--- src/rtl/claw_round_controller.sv ---
// claw_round_controller
//   Level sequencer for the claw game datapath. It turns the raw enter key into
//   rising-edge events, issues the start_level pulse, hands a single launch pulse
//   to claw_move, picks the claw speed from the grabbed loot, adds loot value to
//   the score when the claw comes home and runs the per-level countdown that
//   decides between a win and a loss.
//
// Ports
//   clk               system clock
//   resetN            asynchronous active-low reset
//   startOfFrame      one-cycle pulse per video frame (timer time base)
//   enter_key         raw enter key level
//   claw_collision    claw touching loot or border
//   loot_type         object type, valid while claw_collision is high
//   claw_returned     claw back at the pivot
//   start_level       one-cycle pulse: restart claw and loot map
//   is_enter_pressed  one-cycle launch pulse to claw_move
//   move_speed        claw speed (1, 2, 4 or 8)
//   loot_grabbed      one-cycle pulse: hide the grabbed object
//   score             cumulative score, saturating at 16'hFFFF
//   time_left         seconds remaining in the level
//   level             current level index
//   level_won         high while the level is won
//   level_lost        high while the level is lost

module claw_round_controller #(
    parameter int unsigned FRAMES_PER_SEC = 30,
    parameter int unsigned LEVEL_TIME     = 60,
    parameter int unsigned TARGET_BASE    = 650,
    parameter int unsigned TARGET_STEP    = 350,
    parameter int unsigned MAX_LEVEL      = 9,
    parameter int unsigned DEFAULT_SPEED  = 4
) (
    input  logic        clk,
    input  logic        resetN,
    input  logic        startOfFrame,
    input  logic        enter_key,
    input  logic        claw_collision,
    input  logic [2:0]  loot_type,
    input  logic        claw_returned,
    output logic        start_level,
    output logic        is_enter_pressed,
    output logic [3:0]  move_speed,
    output logic        loot_grabbed,
    output logic [15:0] score,
    output logic [7:0]  time_left,
    output logic [3:0]  level,
    output logic        level_won,
    output logic        level_lost
);

    localparam int unsigned FrameCntW = (FRAMES_PER_SEC > 1) ? $clog2(FRAMES_PER_SEC) : 1;
    localparam logic [FrameCntW-1:0] FrameLast    = FrameCntW'(FRAMES_PER_SEC - 1);
    localparam logic [7:0]           LevelTime    = 8'(LEVEL_TIME);
    localparam logic [3:0]           DefaultSpeed = 4'(DEFAULT_SPEED);
    localparam logic [3:0]           MaxLevel     = 4'(MAX_LEVEL);
    localparam logic [15:0]          TargetBase   = 16'(TARGET_BASE);
    localparam logic [15:0]          TargetStep   = 16'(TARGET_STEP);

    typedef enum logic [2:0] {
        IdleSt,
        StartSt,
        SwingSt,
        ShootSt,
        EmptySt,
        PullSt,
        WinSt,
        LoseSt
    } state_e;

    // Loot table: claw speed while carrying each object type.
    function automatic logic [3:0] loot_speed(input logic [2:0] t);
        logic [3:0] s;
        case (t)
            3'd0:    s = 4'd8;
            3'd1:    s = 4'd4;
            3'd2:    s = 4'd1;
            3'd3:    s = 4'd8;
            3'd4:    s = 4'd2;
            3'd5:    s = 4'd1;
            3'd6:    s = 4'd4;
            default: s = 4'd4;
        endcase
        return s;
    endfunction

    // Loot table: score value of each object type.
    function automatic logic [9:0] loot_value(input logic [2:0] t);
        logic [9:0] v;
        case (t)
            3'd0:    v = 10'd0;
            3'd1:    v = 10'd50;
            3'd2:    v = 10'd500;
            3'd3:    v = 10'd600;
            3'd4:    v = 10'd20;
            3'd5:    v = 10'd10;
            3'd6:    v = 10'd100;
            default: v = 10'd0;
        endcase
        return v;
    endfunction

    state_e                 state_q, state_d;
    logic                   enter_q;
    logic [FrameCntW-1:0]   frame_q, frame_d;
    logic [7:0]             time_q, time_d;
    logic [15:0]            score_q, score_d;
    logic [3:0]             level_q, level_d;
    logic [3:0]             speed_q, speed_d;
    logic [2:0]             loot_q, loot_d;
    logic                   start_q, start_d;
    logic                   launch_q, launch_d;
    logic                   grab_q, grab_d;

    logic                   enter_edge;
    logic                   timer_active;
    logic                   expire;
    logic [FrameCntW-1:0]   frame_run;
    logic [7:0]             time_run;
    logic [16:0]            score_sum;
    logic [15:0]            score_add;
    logic [15:0]            score_fin;
    logic [15:0]            target;

    // Edge detect, scoring arithmetic and level target.
    always_comb begin
        enter_edge   = enter_key & ~enter_q;
        timer_active = (state_q == SwingSt) || (state_q == ShootSt) ||
                       (state_q == EmptySt) || (state_q == PullSt);
        score_sum    = {1'b0, score_q} + 17'(loot_value(loot_q));
        score_add    = score_sum[16] ? 16'hFFFF : score_sum[15:0];
        target       = TargetBase + 16'(level_q) * TargetStep;
    end

    // Countdown: one second per FRAMES_PER_SEC frames; expiry is the step from 1 to 0.
    always_comb begin
        frame_run = frame_q;
        time_run  = time_q;
        expire    = 1'b0;
        if (timer_active && startOfFrame) begin
            if (frame_q == FrameLast) begin
                frame_run = '0;
                time_run  = time_q - 8'd1;
                expire    = (time_q == 8'd1);
            end else begin
                frame_run = frame_q + FrameCntW'(1);
            end
        end
    end

    // Next-state and registered-output logic.
    always_comb begin
        state_d   = state_q;
        frame_d   = frame_run;
        time_d    = time_run;
        score_d   = score_q;
        level_d   = level_q;
        speed_d   = speed_q;
        loot_d    = loot_q;
        start_d   = 1'b0;
        launch_d  = 1'b0;
        grab_d    = 1'b0;
        score_fin = score_q;

        if (expire) begin
            // A claw arriving home on the expiry cycle still scores before the compare;
            // anything still being pulled otherwise is dropped.
            if ((state_q == PullSt) && claw_returned) begin
                score_fin = score_add;
            end
            score_d = score_fin;
            speed_d = DefaultSpeed;
            state_d = (score_fin >= target) ? WinSt : LoseSt;
        end else begin
            case (state_q)
                IdleSt: begin
                    if (enter_edge) begin
                        state_d = StartSt;
                    end
                end
                StartSt: begin
                    start_d = 1'b1;
                    time_d  = LevelTime;
                    frame_d = '0;
                    speed_d = DefaultSpeed;
                    state_d = SwingSt;
                end
                SwingSt: begin
                    if (enter_edge) begin
                        launch_d = 1'b1;
                        state_d  = ShootSt;
                    end
                end
                ShootSt: begin
                    // A collision wins over a simultaneous return.
                    if (claw_collision) begin
                        loot_d  = loot_type;
                        speed_d = loot_speed(loot_type);
                        grab_d  = 1'b1;
                        if ((loot_type == 3'd0) || (loot_type == 3'd7)) begin
                            state_d = EmptySt;
                        end else begin
                            state_d = PullSt;
                        end
                    end else if (claw_returned) begin
                        speed_d = DefaultSpeed;
                        state_d = SwingSt;
                    end
                end
                EmptySt: begin
                    if (claw_returned) begin
                        speed_d = DefaultSpeed;
                        state_d = SwingSt;
                    end
                end
                PullSt: begin
                    if (claw_returned) begin
                        score_d = score_add;
                        speed_d = DefaultSpeed;
                        state_d = SwingSt;
                    end
                end
                WinSt: begin
                    if (enter_edge) begin
                        if (level_q < MaxLevel) begin
                            level_d = level_q + 4'd1;
                        end
                        state_d = StartSt;
                    end
                end
                LoseSt: begin
                    if (enter_edge) begin
                        level_d = 4'd0;
                        score_d = 16'd0;
                        state_d = StartSt;
                    end
                end
                default: begin
                    state_d = IdleSt;
                end
            endcase
        end
    end

    always_ff @(posedge clk or negedge resetN) begin
        if (!resetN) begin
            state_q  <= IdleSt;
            enter_q  <= 1'b0;
            frame_q  <= '0;
            time_q   <= LevelTime;
            score_q  <= 16'd0;
            level_q  <= 4'd0;
            speed_q  <= DefaultSpeed;
            loot_q   <= 3'd0;
            start_q  <= 1'b0;
            launch_q <= 1'b0;
            grab_q   <= 1'b0;
        end else begin
            state_q  <= state_d;
            enter_q  <= enter_key;
            frame_q  <= frame_d;
            time_q   <= time_d;
            score_q  <= score_d;
            level_q  <= level_d;
            speed_q  <= speed_d;
            loot_q   <= loot_d;
            start_q  <= start_d;
            launch_q <= launch_d;
            grab_q   <= grab_d;
        end
    end

    always_comb begin
        start_level      = start_q;
        is_enter_pressed = launch_q;
        loot_grabbed     = grab_q;
        move_speed       = speed_q;
        score            = score_q;
        time_left        = time_q;
        level            = level_q;
        level_won        = (state_q == WinSt);
        level_lost       = (state_q == LoseSt);
    end

endmodule

--- config.mk ---
export PLATFORM = sky130hd
export DESIGN_NAME = claw_round_controller
export DESIGN_NICKNAME = d
export VERILOG_FILES = /design/src/rtl/claw_round_controller.sv
export SDC_FILE = /design/constraint.sdc
export NUM_CORES = 1
export LEC_CHECK = 0
export BUFFER_PORTS_ARGS = -buffer_cell sky130_fd_sc_hd__buf_2
export CAP_MARGIN = 20
export CELL_PAD_IN_SITES_DETAIL_PLACEMENT = 1
export CELL_PAD_IN_SITES_GLOBAL_PLACEMENT = 2
export CORE_UTILIZATION = 30
export DETAILED_ROUTE_END_ITERATION = 10
export PLACE_DENSITY = 0.71
export SYNTH_ARGS = -nofsm -noshare
export SYNTH_HDL_FRONTEND = slang
export SYNTH_SLANG_ARGS = --single-unit
--- constraint.sdc ---
create_clock -name clk -period 12 [get_ports clk]
set_input_delay 0.6 -clock clk [delete_from_list [all_inputs] [get_ports clk]]
set_output_delay 0.6 -clock clk [all_outputs]
set_load 0.05 [all_outputs]
==> results.cfg, run 1 <==
[yosys]
yosysSeqAreaShare = 0.294
synth_nets = 528
synth_compound_area_frac = 0.182
synth_area_leader_cell = dfrtp_1
synth_seq_cells = 47
post-synth-top-area-fraction = 0.261
synth_warnings = 0
syn_area_sq_mm = 0.00403
synth_area_leaders = dfrtp_1 26%, ha_1 15%, o21ai_0 4.8%, xor2_1 4.8%, nand2_1 4.1%
ys.flop_type = dfrtp_1
synth_adder_area_share = 0.179
synthCells = 465
yosys.area_share.xor_xnor = 0.0783
synth_top_family_by_area = simple AND/OR/NAND/NOR gates
muxShareOfSynthArea = 0.0140
async_reset_ff_frac = 1.00
synth.avg_cell_area_sq_um = 8.66
yosys.area_share.simple = 0.210
synth_cell_types = 63
synth_edf_count = 0

[timing]
worst_pin_slew_ps = 637
slew_headroom = 0.575
setup_tns_ps = 0
slew_viol_final = 0
rsz0062_at_grt = no
worst_slack_ps = 7080
finClkSkew_ps = 8.72
finalCritPeriodShare = 0.410
max_clock_freq_ghz = 0.203
final_hold_viol_count = 0
period_minus_slack_ps = 4920
hold_ws_ps = 405
setup_viol = 0

[detailed_routing]
dr.pass1.iters = 4
viasPerCell = 5.05
wl_per_cell_microns = 15.5
dr.first_iter.drc_count = 121
route.vias.total = 3431
ant_nets = 0
drc_errors = 0
routed_wl_mm = 10.5

[layout]
multi_input_area_sq_mm = 0.00267
fin_cells = 680
seq_area_sq_mm = 0.00118
layout-drive-gt1-share = 0.154
final_nets = 570
final_cell_area_sq_mm = 0.00458
layout_commonest_cell = ha_1
n_antenna_cell = 0
synthToLayoutAreaGrowth_pct = 13.8
final_cell_mix = 48 x ha_1, 45 x buf_2, 44 x nand2_1
fillers = 1551

[clock_network]
tritoncts = done
cts_sinks = 47
cts_buffers = 5
clockBufferDepth = 2
h-tree-depth = 2
cts_resized = 0
insertion_delay_ps = 300
path_clk_slew_ps = 70
ctsHoldBuffers = 0
postCtsSetupBuffers = 0
root_buffer = clkbuf_16

[pwr]
p_leak_nw = 2.24
powerDensity_mw_per_mm2 = 246
ir_drop_v = 0.000109

[flow_run]
drv_cap = 0

[die]
die_w_microns = 118
io_pins = 46
fp-row-count = 41
coreArea_sq_mm = 0.0129
die_h_microns = 118
start_util = 0.313
die_area_sq_mm = 0.0139

[place]
place_ws_ps = 7070
place_inst = 672
place_area_sq_mm = 0.00443
io_buffers = 45
hpwl_mm = 8.34
place.gp.congestion = 0.774

[global_routing]
grt_pass1_vias = 3496
grt_pass1_wl_mm = 17.9
gr-total-overflow = 0
grt_max_degree = 48
antenna_found_initial = 0
gr-usage-all-layers = 0.160

[setup_path]
crit_chain = fa_1 -> inv_1 -> fa_1 -> fa_1 -> nand2b_1 -> a21boi_0 -> o21ai_0 -> a22oi_1 -> o21bai_1 -> and4b_1 -> a221oi_2 -> ha_1 -> a21o_1 -> a211oi_1 -> o211ai_4 -> nor3b_2 -> a21oi_1 -> o21ai_1
cp.required_ps = 12230
end_kind = register
cp_slowest_cell = fa_1
cp-start-kind = register
critPathMostFrequentCell = fa_1
path_class = reg2reg
critical-path-max-stage-delay_ps = 590
critical_path_arrival_ps = 5140
cp_max_fo = 7

[worst_hold_path]
hp-class = in2async

[outcome]
status = completed
kinds of logic after synthesis:
| group | after synthesis |
|---|---|
| fa+ha+maj | 54 |
| simple gates | 163 |
| flops | 47 |
| xor+xnor | 36 |
| mux | 5 |
| buf+inv | 43 |
| compound gates | 117 |
synthesized netlist by cell type, drive strengths merged, types with 6 or more instances:
| master | n |
|---|---|
| nand2 | 44 |
| xor2 | 22 |
| nor2b | 9 |
| nand3 | 16 |
| fa | 6 |
| nand4 | 6 |
| a21o | 6 |
| a21oi | 32 |
| inv | 30 |
| ha | 48 |
| dfrtp | 42 |
| nor2 | 41 |
| o21ai | 40 |
| xnor2 | 14 |
| clkbuf | 9 |
| nor3 | 15 |
| a211oi | 7 |
area by class of cell:
class | instances | area share
sequential | 47 | 0.258
clock inverter | 3 | 0.00601
multi-input combinational | 375 | 0.583
clock buffer | 5 | 0.0273
inverter | 30 | 0.0246
tap | 172 | 0.0470
timing repair buffer | 48 | 0.0541
registers in the layout, summed over array words and instances (netlist names):
register,flops
score,16
time_left,8
frame_q,5
level,4
move_speed,4
loot_q,3
state_q,3
enter_q,1
is_enter_pressed,1
loot_grabbed,1
start_level,1
final timing paths:
path,start,end,slack [ps],cells past startpoint
max in group asynchronous,resetN,score[8]$_DFFE_PN0P_,11170,2
setup reg to reg,level[1]$_DFFE_PN0P_,state_q[0]$_DFFE_PN0P_,7080,18
hold reg to reg,move_speed[1]$_DFFE_PN0P_,move_speed[1]$_DFFE_PN0P_,520,2
hold / removal,resetN,frame_q[2]$_DFF_PN0_,400,2
setup / recovery,level[1]$_DFFE_PN0P_,state_q[0]$_DFFE_PN0P_,7080,18
min in group clk,enter_key,enter_q$_DFF_PN0_,430,1
stage by stage:
step	power, mW	utilization
floorplan	0.817	-
global placement	0.968	0.344
detailed placement	0.984	0.344
CTS	1.15	0.356
global route	1.24	0.356
finish	1.13	0.356
report_power, final:
part           total [mW]  switching [mW]  leakage [nW]  internal (mW)
Clock               0.153          0.0730        0.0723         0.0798
Combinational       0.714           0.434          1.56          0.280
Sequential          0.259          0.0600         0.616          0.199
critical path: cells and delay by family, from the launching register on:
kind	cells	cell delay, ps
buf+inv	1	60
flops	1	470
compound gates	10	1880
simple gates	3	580
fa+ha+maj	4	1850
layer usage:
metal | vias up | track usage | wire length [microns]
met5 | - | 0 | 0
met4 | 0 | 0.0425 | 102
met3 | 4 | 0.0237 | 167
met2 | 30 | 0.247 | 4760
met1 | 1676 | 0.232 | 5480
li1 | 1721 | - | -
Power figures use the tool's default switching activity.
==> inputs of run 2 (changes only) <==
PLACE_DENSITY = 0.73   (was 0.71)
clock period = 4.4 ns   (was 12 ns; I/O delays follow)
==> results.cfg, run 2 (synthesis gave the netlist of run 1 again) <==
[outcome]
status = complete, but fails checks
failed_checks = negative setup slack

[place]
place_inst = 686
place.gp.congestion = 0.750
hpwl_mm = 8.48
io_buffers = 45
place_area_sq_mm = 0.00456
place_ws_ps = -135

[layout]
fin_cells = 700
synthToLayoutAreaGrowth_pct = 19.2
seq_area_sq_mm = 0.00119
multi_input_area_sq_mm = 0.00274
layout_commonest_cell = ha_1
layout-drive-gt1-share = 0.216
final_cell_mix = 46 x ha_1, 45 x buf_2, 44 x nand2_1
n_antenna_cell = 0
final_cell_area_sq_mm = 0.00480
fin_util = 0.373
fillers = 1525
largest_reg_flops = 16
final_nets = 590

[timing]
slew_headroom = 0.572
finalCritPeriodShare = 1.00
period_minus_slack_ps = 4420
max_clock_freq_ghz = 0.226
rsz0062_at_grt = yes
final_hold_viol_count = 0
setup_viol = 1
worst_pin_slew_ps = 642
finClkSkew_ps = 8.05
worst_slack_ps = -19.4
slew_viol_final = 0
setup_tns_ps = -19.4

[setup_path]
cp-start-kind = register
cp_max_fo = 3
critical_path_arrival_ps = 4650
path_class = reg2reg
cp.required_ps = 4630
end_kind = register

[flow_run]
drv_cap = 0

[detailed_routing]
route.vias.total = 3587
wl_met2_mm = 5.23
routed_wl_mm = 11.0
wl_met3_microns = 254
drc_errors = 0
dr.pass1.iters = 4
wl_per_cell_microns = 15.7
wl_met1_mm = 5.31
dr.first_iter.drc_count = 147
highest-signal-layer = met4
viasPerCell = 5.12
ant_nets = 0

[pwr]
p_clk_frac = 0.118
switching_share = 0.488
p_int_mw = 1.72
ir_drop_v = 0.000273
combPwrFrac = 0.679
p_seq_frac = 0.202
p_leak_nw = 2.35
powerDensity_mw_per_mm2 = 700
switchingPower_mw = 1.64

[die]
die_h_microns = 118
coreArea_sq_mm = 0.0129
fp-row-count = 41
die_area_sq_mm = 0.0139
start_util = 0.313
io_pins = 46
die_w_microns = 118

[clock_network]
clockBufferDepth = 2
cts_buffers = 5
tritoncts = done
insertion_delay_ps = 300
h-tree-depth = 2
ctsHoldBuffers = 0
cts_sinks = 47
path_clk_slew_ps = 70
root_buffer = clkbuf_16

[global_routing]
grt_pass1_wl_mm = 18.8
gr-usage-all-layers = 0.166
antenna_found_initial = 0
grt_max_degree = 48
grt_pass1_vias = 3797
gr-total-overflow = 0

[worst_hold_path]
hp-class = in2async
[run 2: changes by cell type in the layout (fill, tap and decap cells not counted), moves of 2 or more]
cell,previous run,this run
buf_4,3,23
o21ai_0,39,36
dfrtp_1,42,38
ha_1,48,46
o21ai_1,1,3
dfrtp_2,0,4
[run 2: power groups by stage]
| stage | Clock [mW] | Combinational [mW] | Sequential (mW) |
|---|---|---|---|
| detailed placement | 0 | 2.14 | 0.694 |
| global route | 0.430 | 2.57 | 0.704 |
| global placement | 0 | 2.08 | 0.689 |
| CTS | 0.416 | 2.23 | 0.683 |
| floorplan | 0 | 1.38 | 0.860 |
| finish | 0.398 | 2.28 | 0.681 |
[run 2: through the flow]
stage               power, mW  hold slack (ps)
finish                   3.36             19.1
global placement         2.77              354
global route             3.71             35.3
detailed placement       2.84              350
CTS                      3.33             32.9
floorplan                2.24            -75.6
[run 2: final timing paths]
kind | startpoint | endpoint | slack (ps) | cells after the start
setup / recovery | level[2]$_DFFE_PN0P_ | state_q[0]$_DFFE_PN0P_ | -20 | 19
hold / removal | resetN | frame_q[1]$_DFF_PN0_ | 20 | 2
setup reg to reg | level[2]$_DFFE_PN0P_ | state_q[0]$_DFFE_PN0P_ | -20 | 19
hold reg to reg | move_speed[0]$_DFFE_PN0P_ | move_speed[0]$_DFFE_PN0P_ | 520 | 2
max in group asynchronous | resetN | level[2]$_DFFE_PN0P_ | 3930 | 2
min in group clk | enter_key | enter_q$_DFF_PN0_ | 40 | 1
[run 2: area by class of cell]
| type | instances | area share |
|---|---|---|
| tap | 172 | 0.0448 |
| clock inverter | 2 | 0.00339 |
| clock buffer | 6 | 0.0268 |
| sequential | 47 | 0.247 |
| timing repair buffer | 68 | 0.0829 |
| inverter | 30 | 0.0235 |
| multi-input combinational | 375 | 0.571 |
[run 2: repair_timing]
action,in CTS,in global routing
resized for setup,3,9
pin swaps,13,14
endpoints found under the setup margin,1,1
setup buffers,4,2
gates cloned,0,0
[run 2: metal layers]
layer	GRT usage	vias up
met5	0	-
met4	0.0489	0
met3	0.0228	12
met2	0.279	45
met1	0.221	1765
li1	-	1765
[run 2: worst max-delay path, stage by stage, from the launching register on]
cell      delay (ps)
dfrtp_2          420
fa_1             570
inv_1             60
fa_1             530
inv_1             90
ha_4             280
a21oi_4           50
o21ai_2          140
xor2_1           220
a22oi_2          100
o21bai_2         190
o211ai_1         140
a221oi_2         300
ha_1             290
a21o_1           180
a211oi_2         260
o211ai_4         110
nor3b_2          180
a21oi_1           90
o21ai_1          140
